==> config.mk <==
export PLATFORM = sky130hd
export DESIGN_NAME = multicycle_alu
export DESIGN_NICKNAME = d
export VERILOG_FILES = /design/src/rtl/multicycle_alu.sv
export SDC_FILE = /design/constraint.sdc
export NUM_CORES = 1
export LEC_CHECK = 0
export BUFFER_PORTS_ARGS = -buffer_cell sky130_fd_sc_hd__buf_2
export CORE_ASPECT_RATIO = 0.8
export CORE_MARGIN = 4
export CORE_UTILIZATION = 59
export DETAILED_ROUTE_END_ITERATION = 10
export MAX_ROUTING_LAYER = met4
export PLACE_DENSITY = 0.83
export SETUP_SLACK_MARGIN = 0.5
export SLEW_MARGIN = 10
export SYNTH_ARGS = -nofsm -noshare
export SYNTH_HDL_FRONTEND = slang
export SYNTH_SLANG_ARGS = --single-unit
==> constraint.sdc <==
create_clock -name clk -period 5.1 [get_ports clk]
set_input_delay 1.02 -clock clk [delete_from_list [all_inputs] [get_ports clk]]
set_output_delay 1.02 -clock clk [all_outputs]
set_load 0.02 [all_outputs]
==> src/rtl/multicycle_alu.sv <==
// multicycle_alu
//   Handshaked ALU. A request is accepted when in_valid meets in_ready (IDLE).
//   Single-cycle operations present their result one cycle after accept.
//   With the ALU_MULDIV_EN macro defined, MUL / DIVU / REMU run on an
//   iterative unit for WIDTH cycles in state BUSY before the result appears.
//   The result is held in DONE until out_ready is seen.
//
// Optional feature macro: ALU_MULDIV_EN (iterative multiply/divide unit).
//
// Ports
//   clk           rising-edge clock
//   reset         synchronous, active-high reset
//   in_valid      request present
//   in_ready      high only in IDLE
//   regA, regB    operands (sampled at accept)
//   aluoperation  4-bit operation code (sampled at accept)
//   out_valid     high only in DONE
//   out_ready     consumer takes result (only meaningful in DONE)
//   regD          registered result
//   zero          regD == 0
//   lt, gt        unsigned compare of the captured operands
//   busy          high in BUSY (tied low without the multiply/divide unit)

module multicycle_alu #(
    parameter int WIDTH = 32
) (
    input  logic             clk,
    input  logic             reset,
    input  logic             in_valid,
    output logic             in_ready,
    input  logic [WIDTH-1:0] regA,
    input  logic [WIDTH-1:0] regB,
    input  logic [3:0]       aluoperation,
    output logic             out_valid,
    input  logic             out_ready,
    output logic [WIDTH-1:0] regD,
    output logic             zero,
    output logic             lt,
    output logic             gt,
    output logic             busy
);

    localparam logic [3:0] OP_OR  = 4'b0000;
    localparam logic [3:0] OP_AND = 4'b0001;
    localparam logic [3:0] OP_ADD = 4'b0010;
    localparam logic [3:0] OP_XOR = 4'b0100;
    localparam logic [3:0] OP_SUB = 4'b0110;
    localparam logic [3:0] OP_SLT = 4'b0111;

    typedef enum logic [1:0] {IDLE, BUSY, DONE} state_t;

    state_t           state_reg, state_next;
    logic [WIDTH-1:0] result_reg;
    logic             zero_reg, lt_reg, gt_reg;

    logic             accept;
    logic             is_multi;
    logic             busy_done;
    logic             in_lt, in_gt;
    logic [WIDTH-1:0] single_result;

    assign accept = in_valid && (state_reg == IDLE);
    assign in_lt  = regA < regB;
    assign in_gt  = regA > regB;

    // Single-cycle datapath works straight off the live inputs; its output
    // is registered on the accept edge, which is what captures the operands.
    always_comb begin
        single_result = regA + regB;
        case (aluoperation)
            OP_OR:   single_result = regA | regB;
            OP_AND:  single_result = regA & regB;
            OP_ADD:  single_result = regA + regB;
            OP_XOR:  single_result = regA ^ regB;
            OP_SUB:  single_result = regA - regB;
            OP_SLT:  single_result = {{(WIDTH-1){1'b0}}, in_lt};
            default: single_result = regA + regB;
        endcase
    end

`ifdef ALU_MULDIV_EN
    localparam logic [3:0] OP_MUL  = 4'b0011;
    localparam logic [3:0] OP_DIVU = 4'b0101;
    localparam logic [3:0] OP_REMU = 4'b1000;
    localparam int         CW      = $clog2(WIDTH + 1);

    // Shared iteration registers:
    //   MUL : acc = partial product, a_work = multiplier (>>), b_work = multiplicand (<<)
    //   DIV : acc = remainder, a_work = dividend shifting out / quotient shifting in,
    //         b_work = divisor
    logic [3:0]       op_reg;
    logic [WIDTH-1:0] acc_reg, a_work_reg, b_work_reg;
    logic [CW-1:0]    count_reg;
    logic             lt_pend_reg, gt_pend_reg;

    logic [WIDTH-1:0] acc_step, a_step, b_step;
    logic [WIDTH:0]   rem_shift;
    logic [WIDTH-1:0] rem_sub;
    logic [WIDTH-1:0] muldiv_result;
    logic             last_step;

    assign is_multi  = (aluoperation == OP_MUL) || (aluoperation == OP_DIVU)
                    || (aluoperation == OP_REMU);
    assign last_step = (count_reg == CW'(WIDTH - 1));
    assign busy_done = last_step;

    always_comb begin
        acc_step  = acc_reg;
        a_step    = a_work_reg;
        b_step    = b_work_reg;
        rem_shift = {acc_reg, a_work_reg[WIDTH-1]};
        rem_sub   = rem_shift[WIDTH-1:0] - b_work_reg;
        if (op_reg == OP_MUL) begin
            acc_step = acc_reg + (a_work_reg[0] ? b_work_reg : '0);
            a_step   = a_work_reg >> 1;
            b_step   = b_work_reg << 1;
        end else begin
            // Restoring division. A zero divisor always "fits", which
            // naturally yields an all-ones quotient and remainder == dividend.
            a_step = {a_work_reg[WIDTH-2:0], 1'b0};
            if (rem_shift >= {1'b0, b_work_reg}) begin
                acc_step  = rem_sub;
                a_step[0] = 1'b1;
            end else begin
                acc_step = rem_shift[WIDTH-1:0];
            end
        end
        muldiv_result = (op_reg == OP_DIVU) ? a_step : acc_step;
    end

    always_ff @(posedge clk) begin
        if (reset) begin
            op_reg      <= '0;
            acc_reg     <= '0;
            a_work_reg  <= '0;
            b_work_reg  <= '0;
            count_reg   <= '0;
            lt_pend_reg <= 1'b0;
            gt_pend_reg <= 1'b0;
        end else if (accept) begin
            op_reg      <= aluoperation;
            acc_reg     <= '0;
            a_work_reg  <= regA;
            b_work_reg  <= regB;
            count_reg   <= '0;
            lt_pend_reg <= in_lt;
            gt_pend_reg <= in_gt;
        end else if (state_reg == BUSY) begin
            acc_reg    <= acc_step;
            a_work_reg <= a_step;
            b_work_reg <= b_step;
            count_reg  <= count_reg + CW'(1);
        end
    end

    assign busy = (state_reg == BUSY);
`else
    assign is_multi  = 1'b0;
    assign busy_done = 1'b1;
    assign busy      = 1'b0;
`endif

    always_comb begin
        state_next = state_reg;
        case (state_reg)
            IDLE:    if (in_valid) state_next = is_multi ? BUSY : DONE;
            BUSY:    if (busy_done) state_next = DONE;
            DONE:    if (out_ready) state_next = IDLE;
            default: state_next = IDLE;
        endcase
    end

    always_ff @(posedge clk) begin
        if (reset) begin
            state_reg  <= IDLE;
            result_reg <= '0;
            zero_reg   <= 1'b0;
            lt_reg     <= 1'b0;
            gt_reg     <= 1'b0;
        end else begin
            state_reg <= state_next;
            if (accept && !is_multi) begin
                result_reg <= single_result;
                zero_reg   <= (single_result == '0);
                lt_reg     <= in_lt;
                gt_reg     <= in_gt;
            end
`ifdef ALU_MULDIV_EN
            else if ((state_reg == BUSY) && last_step) begin
                result_reg <= muldiv_result;
                zero_reg   <= (muldiv_result == '0);
                lt_reg     <= lt_pend_reg;
                gt_reg     <= gt_pend_reg;
            end
`endif
        end
    end

    assign in_ready  = (state_reg == IDLE);
    assign out_valid = (state_reg == DONE);
    assign regD      = result_reg;
    assign zero      = zero_reg;
    assign lt        = lt_reg;
    assign gt        = gt_reg;

endmodule

# ---- After elaboration in Yosys (flattened, before gate mapping)
# Cells that the tools add are included.
dict set report op_classes {
  n_addsub 2
  magnitude_cmp 2
  n_eq_ne 8
  n_mux 4
  bitwise_logic 3
  n_reduce_logical 5
}
# cell n
set ops {}
lappend ops {{$pmux 32 s5} 1}
lappend ops {{$add 32x32->32} 1}
lappend ops {{$and 32x32->32} 1}
lappend ops {{$gt 32x32->1} 1}
lappend ops {{$logic_not 32->1} 1}
lappend ops {{$lt 32x32->1} 1}
lappend ops {{$or 32x32->32} 1}
lappend ops {{$sub 32x32->32} 1}
lappend ops {{$xor 32x32->32} 1}
lappend ops {{$eq 4x3->1 const B} 3}
lappend ops {{$pmux 2 s3} 1}
lappend ops {{$eq 4x1->1 const B} 1}
lappend ops {{$logic_not 4->1} 1}
lappend ops {{$mux 2} 2}
lappend ops {{$eq 2x1->1 const B} 1}
lappend ops {{$eq 2x2->1 const B} 1}
lappend ops {{$logic_not 2->1} 1}
lappend ops {{$ne 2x1->1 const B} 1}
lappend ops {{$ne 2x2->1 const B} 1}
lappend ops {{$reduce_and 2->1} 1}
lappend ops {{$logic_and 1x1->1} 1}
dict set report totals {
  register_bits 37
  in_bits 72
  out_inout_bits 38
}

# ---- Depth between registers and ports, before layout
dict set report logic_depth {
  depth_word 3
  ltp_mapped 15
  depth_no_buf 15
}

# ---- Least setup slack after synthesis
# No wires, ideal clock.
dict set report synth_timing {
  path_type {input -> register}
  startpoint {input regA[0]}
  endpoint {register zero_reg (netlist: zero)}
  setup_ns 0.059
  arrival_time_ns 3.886
  required_ns 5.041
  path_slack_ns 1.155
  path_stages 15
  n_path_buf 0
  path_cell_list {inv_1 > ha_1 > fa_1 > nor2_1 > o311ai_2 > a21oi_1 > nand4_1 > nand2_1 > a31oi_1 > a41o_1 > or4_1 > nor4_2 > nand4b_1 > nor4_2 > a31o_1}
}
dict set report synth_via {
  elab_chain_len 3
  elab_cells_between_ends 8
  classes_between {add/sub: 2; order compare: 1; mux: 1; bitwise: 3; reduce/logical: 1}
}
# element line_no
set synth_lines {}
lappend synth_lines {{start: declaration} 31} ;# input logic [WIDTH-1:0] regA,
lappend synth_lines {{$add 32x32->32 (tied with other cells)} {73, 77}}
lappend synth_lines {{$pmux 32 s5 *} 70} ;# case (aluoperation)
lappend synth_lines {{$logic_not 32->1 *} 184} ;# zero_reg <= (single_result == '0);
lappend synth_lines {{end signal: assignment} 184}
lappend synth_lines {{end: declaration} 54} ;# logic zero_reg, lt_reg, gt_reg;
# Every way passes the cells marked *; elsewhere a longest branch is shown, timed or not.
# A chain may end at the register's enable or synchronous reset.

# ---- Final worst setup path
dict set report layout_timing {
  startpoint {input regA[18]}
  endpoint {register zero_reg (netlist: zero)}
}
# The elaborated chain is that of the path after synthesis.

==> results.yml <==
clocking:
  htree_levels: 2
  cts-root-buf: "clkbuf_16"
  clock_sink_count: 36
  clockBufferDepth: 2
  post-cts-setup-buffers: 0
  cts.clk_slew.worst_paths_ns: 0.05
  insertion_delay_ns: 0.28
  cts_tree: "yes"
  tritoncts.num_buffers: 5
timing:
  worst_slack_ns: 0.592
  fin_skew_ns: 0.00348
  max_freq_mhz: 222
  relSlewSlack: 0.287
  drv_slew: 0
  period_share: 0.884
  setup_viol: 0
  rsz0062_at_grt: "false"
  hold_viol: 0
  post-route-min-period_ns: 4.51
  tightest_slew_ns: 1.06
  final.setup.tns_ns: 0
yosys:
  synthArstFlopShare: 0
  syn_nets: 1123
  synth.cells.most_frequent: "99 x nor2_1, 96 x ha_1, 93 x a21oi_1"
  synthTopCellsByArea: "ha_1 18%, dfxtp_1 11%, a21oi_1 7.1%, nor2_1 5.6%, inv_1 5.2%"
  yosysWarnings: 0
  syn_inst: 953
  synth_most_common_cell: "nor2_1"
  synth-edff-count: 0
  yosys_most_used_dff: "dfxtp_1"
  synth.avg_cell_area_sq_um: 6.92
  ys_types: 93
  ys_seq_area_frac: 0.109
  yosys_register_bits: 36
  yosys.area.top_type_share: 0.182
  yosys.area.top_type: "ha_1"
  syn-cell-area_sq_um: 6600
worst_setup_path:
  end_kind: "flop"
  required_ns: 5.32
  rrSetupSlack_ns: 2.26
  crit_top_cell: "a21oi_1"
  cp.arrival_ns: 4.73
  startpoint_type: "input pin"
  path_class: "input pin to flop"
  cp_slowest_cell: "ha_1"
  worst-r2r-cell-count: 12
  path_cells: "buf_2 -> inv_1 -> ha_1 -> clkinv_1 -> o31ai_1 -> a41oi_1 -> a31oi_1 -> a21oi_1 -> o21bai_1 -> a21oi_1 -> xnor2_1 -> o21ai_0 -> nand4_1 -> nor4_2 -> a31o_1"
  cp_slowest_stage_delay_ns: 0.60
  r2r-end: "zero$_SDFFE_PP0P_"
  r2r_start: "state_reg[1]$_SDFFE_PP0P_"
  path_max_fanout: 14
placement:
  dp_slack_ns: 0.441
  place_area_sq_um: 7290
  io_buffers: 108
  gp_congestion: 1.05
  dp_hpwl_microns: 17900
power_and_ir_drop:
  p_leak_nw: 3.55
  vdd_ir_drop_max_uv: 150
  powerDensity_nw_per_um2: 201
layout:
  fin_nets: 1206
  n_antenna_cell: 0
  area_delta_synth_final_pct: 13.4
  utilization: 0.687
  final_cell_area_sq_um: 7480
  largest_reg_flops: 32
  drive_above_1_share: 0.176
  fillers: 964
grt:
  grt_pass1_wl_microns: 35900
  grt_pass1_vias: 6767
  track_usage: 0.348
  globalRoute.totalOverflow: 0
  grt.met3_usage: 0.0911
  grt_use_met1: 0.495
  grt_util_met2: 0.510
  busiest_layer: "met2"
  grt_max_degree: 44
  antenna_found_initial: 0
detailed_routing:
  drc: 0
  ant_nets: 0
  viasPerCell: 6.45
  wl_per_cell_microns: 19.0
  wl_microns: 22500
  drtPass1Iterations: 7
  drt_iter0_markers: 1079
  vias: 7617
min_path:
  hold_depth: 2
  hold_start: "regD[15]$_SDFFE_PP0P_"
  hold-path-endpoint: "regD[15]$_SDFFE_PP0P_"
  worstHoldPathType: "flop to flop"
die:
  core-area_sq_um: 10900
  die-area_sq_um: 12900
  initial_core_util: 0.606
  rows: 34
  io_pins: 110
  die_w_microns: 126
  die_y_microns: 103
outcome:
  status: "complete, no violations"
run:
  cap_violations: 0
[metrics by stage]
| step | hold slack, ns | std cells | power, mW |
|---|---|---|---|
| 3_5_place_dp | 0.444 | 1173 | 1.13 |
| 3_3_place_gp | 0.440 | 1173 | 1.12 |
| 6_report | 0.452 | 1181 | 1.50 |
| 4_1_cts | 0.451 | 1181 | 1.47 |
| 5_1_grt | 0.476 | 1181 | 1.59 |
| 2_1_floorplan | 0.535 | 953 | 0.881 |
[repair_timing]
item,in CTS,in global routing
hold endpoints to repair,0,0
endpoints found under the setup margin,0,1
hold buffers,0,0
resized for setup,0,4
[where the power goes]
group          switching (mW)  internal, mW  leakage [nW]
registers              0.0166         0.308         0.297
clock network           0.110         0.230        0.0808
logic                   0.537         0.299          3.17
[cell usage in the layout (no fill, tap or decap), drive strengths merged, types with 14 or more instances in the layout]
master and count:
a211oi 37, a21oi 94, buf 137, dfxtp 36
ha 96, inv 101, nand2 83, nand3 16
nor2 99, nor3 25, nor4 14, o21ai 45
o31ai 20
[area by class of cell]
| type | instances | area, sq um | share of cell area |
|---|---|---|---|
| well taps | 144 | 180 | 0.0241 |
| multi-input cells | 753 | 5250 | 0.701 |
| flip-flops and latches | 36 | 721 | 0.0963 |
| repair buffers | 137 | 783 | 0.105 |
| clock buffers | 6 | 129 | 0.0172 |
| clock inverters | 2 | 35.0 | 0.00468 |
| inverters | 103 | 387 | 0.0517 |
[worst max-delay path, delay by kind of cell]
kind,cells,cell delay [ns]
xor+xnor,1,0.17
simple gates,2,0.54
fa+ha+maj,1,0.60
buf+inv,3,0.40
compound gates,8,1.98
[worst max-delay path by stage]
| stage | from | to |
|---|---|---|
| after floorplan | regA[0] | zero$_SDFFE_PP0P_ |
| after global placement | regA[1] | zero$_SDFFE_PP0P_ |
| after detailed placement | regA[1] | zero$_SDFFE_PP0P_ |
| after CTS | regA[1] | zero$_SDFFE_PP0P_ |
| after global routing | regA[0] | zero$_SDFFE_PP0P_ |
| final | regA[18] | zero$_SDFFE_PP0P_ |
[routing by layer]
layer,routed length (microns),vias up,share of wire
li1,-,3618,-
met1,10200,3463,0.45
met2,8940,520,0.40
met3,3170,16,0.14
met4,155,0,0.0069
met5,0,-,0
[cells by family after synthesis]
| family | Yosys count | share of synthesized area |
|---|---|---|
| compound gates | 337 | 0.356 |
| simple gates | 299 | 0.221 |
| buf+inv | 164 | 0.0994 |
| fa+ha+maj | 98 | 0.188 |
| flops | 36 | 0.109 |
| xor+xnor | 9 | 0.0119 |
| mux | 9 | 0.0140 |
| other cells | 1 | 0.000568 |
Note: power is estimated with default switching activity, not from simulation.
